<file path="src/rtl/fetch_sequencer_pkg.sv">
// Shared definitions for the instruction fetch sequencer: FSM states,
// instruction size and the default reset PC.
package fetch_sequencer_pkg;

  typedef enum logic [1:0] {
    IDLE  = 2'd0,
    RUN   = 2'd1,
    STALL = 2'd2
  } fetch_state_e;

  localparam int unsigned INST_BYTES       = 4;
  localparam logic [63:0] DEFAULT_RESET_PC = 64'd0;

endpackage

</file>
<file path="src/rtl/fetch_pc_gen.sv">
// Next-PC selection: redirect (word-aligned, masked to memory size),
// advance by one instruction with wrap, or hold.
module fetch_pc_gen
  import fetch_sequencer_pkg::*;
#(
  parameter int unsigned AW = 4
) (
  input  logic [AW-1:0] pc_i,
  input  logic          advance_i,
  input  logic          redirect_i,
  input  logic [AW-1:0] target_i,
  output logic [AW-1:0] pc_next_o
);

  // Wrap is implicit: the sum is truncated to the memory address width.
  always_comb begin
    pc_next_o = pc_i;
    if (redirect_i) begin
      pc_next_o = {target_i[AW-1:2], 2'b00};
    end else if (advance_i) begin
      pc_next_o = pc_i + AW'(INST_BYTES);
    end else begin
      pc_next_o = pc_i;
    end
  end

endmodule

</file>
<file path="src/rtl/fetch_sequencer.sv">
// Instruction fetch sequencer: walks a small instruction memory and hands
// words to a consumer over a valid/ready handshake, with branch redirects.
module fetch_sequencer
  import fetch_sequencer_pkg::*;
#(
  parameter int unsigned MEM_BYTES = 16,
  parameter logic [63:0] RESET_PC  = DEFAULT_RESET_PC
) (
  input  logic        clk,
  input  logic        reset,
  input  logic        fetch_enable,
  output logic [63:0] Inst_Address,
  input  logic [31:0] Instruction,
  input  logic        branch_taken,
  input  logic [63:0] branch_target,
  output logic        out_valid,
  input  logic        out_ready,
  output logic [31:0] Fetched_Instruction,
  output logic [63:0] Fetched_PC,
  output logic        misalign_err,
  output logic [15:0] fetch_count
);

  localparam int unsigned AW = $clog2(MEM_BYTES);

  fetch_state_e  state_q, state_d;
  logic [AW-1:0] pc_q, pc_d;
  logic [AW-1:0] fpc_q, fpc_d;
  logic [31:0]   instr_q, instr_d;
  logic          valid_q, valid_d;
  logic          err_q, err_d;
  logic [15:0]   count_q, count_d;
  logic          advance_s;
  logic          xfer_s;
  logic          target_unused;

  assign target_unused = ^branch_target[63:AW];
  assign xfer_s        = valid_q & out_ready;

  fetch_pc_gen #(.AW(AW)) u_pc_gen (
    .pc_i       (pc_q),
    .advance_i  (advance_s),
    .redirect_i (branch_taken),
    .target_i   (branch_target[AW-1:0]),
    .pc_next_o  (pc_d)
  );

  // A transfer is counted even when a branch lands on the same edge.
  always_comb begin
    state_d   = state_q;
    fpc_d     = fpc_q;
    instr_d   = instr_q;
    valid_d   = valid_q;
    err_d     = err_q;
    advance_s = 1'b0;
    if (xfer_s && (count_q != 16'hFFFF)) begin
      count_d = count_q + 16'd1;
    end else begin
      count_d = count_q;
    end
    if (branch_taken) begin
      valid_d = 1'b0;
      state_d = (state_q == IDLE) ? IDLE : RUN;
      if (branch_target[1:0] != 2'b00) begin
        err_d = 1'b1;
      end else begin
        err_d = err_q;
      end
    end else begin
      case (state_q)
        IDLE: begin
          state_d = fetch_enable ? RUN : IDLE;
        end
        RUN: begin
          if (valid_q && !out_ready) begin
            state_d = STALL;
          end else if (fetch_enable) begin
            instr_d   = Instruction;
            fpc_d     = pc_q;
            valid_d   = 1'b1;
            advance_s = 1'b1;
          end else begin
            valid_d = 1'b0;
            state_d = IDLE;
          end
        end
        STALL: begin
          if (out_ready) begin
            valid_d = 1'b0;
            state_d = RUN;
          end else begin
            state_d = STALL;
          end
        end
        default: begin
          valid_d = 1'b0;
          state_d = IDLE;
        end
      endcase
    end
  end

  // State, PC and output registers.
  always_ff @(posedge clk or posedge reset) begin
    if (reset) begin
      state_q <= IDLE;
      pc_q    <= RESET_PC[AW-1:0];
      fpc_q   <= '0;
      instr_q <= 32'd0;
      valid_q <= 1'b0;
      err_q   <= 1'b0;
      count_q <= 16'd0;
    end else begin
      state_q <= state_d;
      pc_q    <= pc_d;
      fpc_q   <= fpc_d;
      instr_q <= instr_d;
      valid_q <= valid_d;
      err_q   <= err_d;
      count_q <= count_d;
    end
  end

  assign Inst_Address        = {{(64-AW){1'b0}}, pc_q};
  assign Fetched_PC          = {{(64-AW){1'b0}}, fpc_q};
  assign Fetched_Instruction = instr_q;
  assign out_valid           = valid_q;
  assign misalign_err        = err_q;
  assign fetch_count         = count_q;

endmodule

</file>
<file path="config.mk">
export PLATFORM = sky130hd
export DESIGN_NAME = fetch_sequencer
export DESIGN_NICKNAME = d
export VERILOG_FILES = /design/src/rtl/fetch_sequencer_pkg.sv /design/src/rtl/fetch_pc_gen.sv /design/src/rtl/fetch_sequencer.sv
export SDC_FILE = /design/constraint.sdc
export NUM_CORES = 1
export LEC_CHECK = 0
export ABC_AREA = 1
export BUFFER_PORTS_ARGS = -buffer_cell sky130_fd_sc_hd__buf_2
export CAP_MARGIN = 40
export CORE_AREA = 2 2 107 109
export DETAILED_ROUTE_END_ITERATION = 10
export DIE_AREA = 0 0 109 111
export GPL_ROUTABILITY_DRIVEN = 1
export PLACE_DENSITY = 0.69
export SYNTH_ARGS = -nofsm -noshare
export SYNTH_HDL_FRONTEND = slang
export SYNTH_HIERARCHICAL = 1
export SYNTH_SLANG_ARGS = --single-unit
</file>
<file path="constraint.sdc">
create_clock -name clk -period 2.15 [get_ports clk]
set_input_delay 0.43 -clock clk [delete_from_list [all_inputs] [get_ports clk]]
set_output_delay 0.43 -clock clk [all_outputs]
set_load 0.02 [all_outputs]
</file>
* Word-level counts from Yosys, hierarchy flattened
Cells that the tools add are included.
** Storage, ports and cells
- Register bits :: 60
- Bits in latches :: 0
- Bits in writable memories :: 0
- Memory bits (read-only) :: 0
- Bits of input ports :: 101
- Output and inout port bits :: 178
- Word-level logic and storage cells :: 45
- Memories kept :: 0
** Cells by class
- Add/sub/neg operators :: 2
- Multiply operators :: 0
- Divide/modulo/power cells :: 0
- Magnitude comparators :: 0
- Equal/unequal tests :: 7
- Shift operators :: 0
- Mux-type cells :: 17
- Bitwise gates (word level) :: 3
- Reduce and logical (&&, ||, !) cells :: 9
** Operator list (number)
- adder 16 x 1 -> 16 bit (second input constant) :: 1
- != test 16 bit (second input constant) :: 1
- two-way mux 1 bit :: 9
- two-way mux 2 bit :: 4
- two-way mux 4 bit :: 2
- != test 3 bit (second input constant) :: 2
- case mux 2 bit (3 select lines) :: 1
- adder 4 x 3 -> 4 bit (second input constant) :: 1
- != test 4 bit (second input constant) :: 1
- AND reduction 4 bit :: 1
- nonzero test 2 bit :: 2
- case mux 1 bit (3 select lines) :: 1
- AND reduction 3 bit :: 1
- == test 2 x 1 -> 1 bit (second input constant) :: 1
- == test 2 bit (second input constant) :: 1
- logical AND 1 bit :: 2
- logical NOT 2 bit :: 1
- != test 2 bit (second input constant) :: 1
- inverter 1 bit :: 2
- AND reduction 2 bit :: 1
- bitwise AND 1 bit :: 1
- logical NOT 1 bit :: 1

* Longest topological paths before layout
- Depth in word-level cells :: 7
- Depth in mapped cells :: 12
- Depth with buffers taken out :: 11

* Modules after synthesis
The synthesis kept the hierarchy.
** Modules (own cells, without submodules)
- fetch_sequencer :: times used 1, cells each 453, area each 3607.2 um2, seq. area each 1501.4 um2
- fetch_pc_gen :: times used 1, cells each 16, area each 67.6 um2, seq. area each 0.0 um2

* Worst setup path after synthesis
OpenSTA, ideal clock, no wires.
- Path kind :: register -> register
- Start :: register count_q[1] (netlist: fetch_count[1])
- End :: register count_q[10] (netlist: fetch_count[10])
- Setup time :: 118 ps
- Arrival time :: 1447 ps
- Required time :: 2032 ps
- Setup slack :: 585 ps
- Cell stages (with the launch flop) :: 10
- Path buffers :: 1
- Clock period less this slack :: 1565 ps
- Cells stage by stage :: dfrtp_1 ha_1 nand2_2 nor2_4 nand2_2 nor2_1 nor2_1 buf_6 nand2_1 nand2_1
** On the way
- Longest elaborated chain between the ends :: 2
- Elaborated cells on any way between the ends :: 3
- Classes of those cells :: 1 x add/sub; 1 x eq/ne; 1 x reduce/logical
** Ends and longest elaborated chain
- from (decl) :: RTL line fetch_sequencer.sv:32 : logic [15:0] count_q, count_d;
- from (signal assigned) :: RTL line fetch_sequencer.sv:120 : count_q <= count_d;
- parallel branches: the longest is 2 deep, another holds adder 16 x 1 -> 16 bit
Several ways; the timed one is not identified.
A chain may end at the register's enable or synchronous reset.

* Worst setup path in the final report
- Start :: register count_q[0] (netlist: fetch_count[0])
- End :: register count_q[5] (netlist: fetch_count[5])
Same word-level chain as after synthesis.

==> Implementation_results.wiki <==
{| class="wikitable"
! Metric !! Value
|-
| Top fanout value on the critical path || 7
|-
| Unique cell type count in the Yosys netlist || 25
|-
| Cell-by-cell trace of the critical path || ha_1, nand2_2, nor2_4, nand2_2, nor2_1, nor2_1, buf_4, nand2_1, nand2_1
|-
| DRC violation total after the first TritonRoute iteration || 76
|-
| Final hold vios || 0
|-
| Cell types with the highest counts after synthesis || 196 x sky130_fd_sc_hd__nand2_1, 121 x sky130_fd_sc_hd__buf_4, 60 x sky130_fd_sc_hd__dfrtp_1, 22 x sky130_fd_sc_hd__nor2_1, 21 x sky130_fd_sc_hd__inv_1
|-
| Library cell occupying the most area in the post-synthesis netlist || sky130_fd_sc_hd__dfrtp_1
|-
| Count of maximum capacitance violations || 0
|-
| # resized after CTS || 0
|-
| Port Buffer Count || 98
|-
| Overall die area || 12100 um2
|-
| Cells after Synth || 469
|-
| Critical Path Sink Type || flop
|-
| Vias in the first global route || 2320
|-
| Sequential area share after synthesis || 40.9%
|-
| Data required time at the worst endpoint || 2.40 ns
|-
| H-tree Lvls || 3
|-
| Total power density per cell area || 1070 nW/um2
|-
| Crit-path max cell delay || 0.42 ns
|-
| DIE WIDTH || 109 um
|-
| Shortest period the worst path allows || 1.67 ns
|-
| Ports || 279
|-
| Count of flip-flops with a built-in enable after synthesis || 0
|-
| Max Clock Skew || 0.00838 ns
|-
| Critical path type || reg -> reg
|-
| Number of search-and-repair iterations in the first detailed-routing pass || 6
|-
| Antenna Diode Count || 0
|-
| HPWL Detailed || 5220 um
|-
| DRC violations left || 0
|-
| WP data arrival || 1.93 ns
|-
| Antenna-violating nets left || 0
|-
| Number of antenna violations at the first check in global routing || 0
|-
| Clock root buffer || sky130_fd_sc_hd__clkbuf_16
|-
| Status || finished, final reports clean
|-
| Cts bufs inserted || 9
|-
| Slew at the pin closest to its max-slew limit || 0.624 ns
|-
| Clock-pin transition on the worst setup and hold timing paths || 0.05 ns
|-
| Fraction of registers with async set/reset || 100%
|-
| Area share of the leading cell type in the synthesized netlist || 40.9%
|-
| Synth Warn # || 6
|-
| Ranking of synthesized cells by area || sky130_fd_sc_hd__dfrtp_1 41%, sky130_fd_sc_hd__buf_4 25%, sky130_fd_sc_hd__nand2_1 20%, sky130_fd_sc_hd__nor2_1 2.2%, sky130_fd_sc_hd__inv_1 2.1%
|-
| Fin. max-slew vios || 0
|-
| Area grow syn2layout || 13.5%
|-
| Die Height || 111 um
|-
| CTS Hold Bufs || 0
|-
| Area of the mapped netlist || 3670 um2
|-
| Post-route worst hold slack || 0.192 ns
|-
| Core outline area || 11100 um2
|-
| Fraction of final layout cells with drive strength greater than 1 || 22.8%
|-
| Number of clock sinks seen by CTS || 60
|-
| Design Area, Final || 4170 um2
|-
| Maximum frequency from static timing analysis || 597 MHz
|-
| Post-route insts no fill || 722
|-
| Clock latency at the later pin of the worst-skew pair || 0.32 ns
|-
| RD Place Congestion || 0.802
|-
| Grt ovf || 0
|-
| Primary FF master, synth || sky130_fd_sc_hd__dfrtp_1
|-
| Unrepaired setup endpoints after global routing || no
|-
| GR Util All Layers || 11.8%
|-
| Largest net degree at the start of global routing || 39
|-
| Relative max-transition margin || 58.3%
|-
| Type of element launching the critical path || flop
|-
| Worst-case vdd ir drop || 0.501 mV
|-
| Average size of a mapped cell || 7.84 um2
|-
| Total Nets Final || 676
|-
| Top-count cell post-synth || sky130_fd_sc_hd__nand2_1
|-
| Buffers inserted during post-CTS setup optimization || 0
|-
| Number of synthesized register bits || 60
|-
| Deepest clock path buffer count || 2
|-
| Leak || 0.00249 uW
|-
| Slowest cell on the critical path || sky130_fd_sc_hd__dfrtp_1
|-
| Final setup TNS || 0 ns
|-
| Kind of cell adding the most delay to the critical path || simple AND/OR/NAND/NOR gates
|-
| Floorplan row count || 39
|-
| CTS tree || built
|-
| Final design utilization || 37.6%
|-
| Wire per inst || 9.66 um
|-
| Dpl cells || 706
|-
| Effective utilization at floorplan || 33.2%
|-
| Buf/Inv on CP || 1
|-
| Finish-stage setup viols || 0
|-
| Wire length after detailed routing || 6980 um
|-
| Wire length of the first global-routing pass || 11000 um
|-
| Min-Delay Path Class || in -> async
|-
| Placement-stage cell area || 3860 um2
|-
| Fin crit share || 77.9%
|-
| Vias per Instance || 3.78
|-
| Total via count after detailed routing || 2730
|}
## metrics by stage
stage / setup WS (ns) / power [uW]
6_report: 0.475 / 4450
5_1_grt: 0.341 / 4740
4_1_cts: 0.473 / 4520
3_5_place_dp: 0.486 / 3020
3_3_place_gp: 0.509 / 3000
2_1_floorplan: 0.235 / 2740
## power breakdown
group	internal, uW	leakage (uW)	switching, uW
registers	1430	0.000773	194
logic	403	0.00157	956
clock network	961	0.000148	503
## worst paths after layout
check	start	to	slack (ns)	cells past startpoint
worst max-delay path	fetch_count[0]	fetch_count[5]	0.48	9
min in group clk	Instruction[20]	Fetched_Instruction[20]	0.30	3
max in group asynchronous	reset	Fetched_Instruction[30]	1.29	3
worst min-delay path	reset	misalign_err	0.19	2
worst max register to register	fetch_count[0]	fetch_count[5]	0.48	9
worst min register to register	Fetched_Instruction[5]	Fetched_Instruction[5]	0.47	2
## flip-flops by register name (all words and copies together) (netlist names)
signal / cells
fpc_q: 4
out_valid: 1
pc_q: 4
Fetched_Instruction: 32
misalign_err: 1
state_q: 2
fetch_count: 16
## layout make-up
| class | instances | area, um2 |
|---|---|---|
| Clock inverter | 5 | 58.8 |
| Inverter | 22 | 82.6 |
| Multi-Input combinational cell | 377 | 1560 |
| Fill cell | 1184 | 6910 |
| Sequential cell | 60 | 1500 |
| Tap cell | 143 | 179 |
| Clock buffer | 11 | 253 |
| Timing Repair Buffer | 104 | 536 |
## cells by family (layout without fill, tap and decap cells)
group / after synthesis / count (layout) / synth area share (%)
AO/OA/AOI/OAI: 3 / 3 / 0.613
XOR/XNOR: 5 / 5 / 1.19
adder cells (fa/ha/maj): 1 / 1 / 0.340
buffers and inverters: 151 / 142 / 28.8
flip-flops: 60 / 60 / 40.9
other: 1 / 120 / 0.102
AND/OR/NAND/NOR: 248 / 248 / 28.1
## placed cells by master (no fill, tap or decap)
cell / n
sky130_fd_sc_hd__nand2_1: 196
sky130_fd_sc_hd__conb_1: 120
sky130_fd_sc_hd__buf_2: 98
sky130_fd_sc_hd__dfrtp_1: 60
sky130_fd_sc_hd__nor2_1: 22
sky130_fd_sc_hd__inv_1: 20
sky130_fd_sc_hd__nand3_1: 13
sky130_fd_sc_hd__clkbuf_16: 9
sky130_fd_sc_hd__buf_4: 6
sky130_fd_sc_hd__nand3b_1: 5
sky130_fd_sc_hd__xor2_1: 4
sky130_fd_sc_hd__nor2_4: 3
sky130_fd_sc_hd__nand4_1: 3
sky130_fd_sc_hd__inv_2: 2
sky130_fd_sc_hd__nand2_2: 2
sky130_fd_sc_hd__clkbuf_8: 2
sky130_fd_sc_hd__clkinvlp_4: 2
sky130_fd_sc_hd__nor2_2: 1
sky130_fd_sc_hd__nand4_4: 1
sky130_fd_sc_hd__nand2_4: 1
sky130_fd_sc_hd__xnor2_1: 1
sky130_fd_sc_hd__or2_2: 1
sky130_fd_sc_hd__o22ai_1: 1
sky130_fd_sc_hd__o21bai_1: 1
sky130_fd_sc_hd__ha_1: 1
sky130_fd_sc_hd__clkinv_2: 1
sky130_fd_sc_hd__bufinv_16: 1
sky130_fd_sc_hd__inv_6: 1
sky130_fd_sc_hd__o21ai_2: 1
## metal layers
metal  global-route usage (%)  share of wire [%]
met1                     14.1                 41
met2                     19.4                 49
met3                     4.29                8.2
met4                     3.76               0.93
met5                        0                  0
Note: power is estimated with default switching activity, not from simulation.
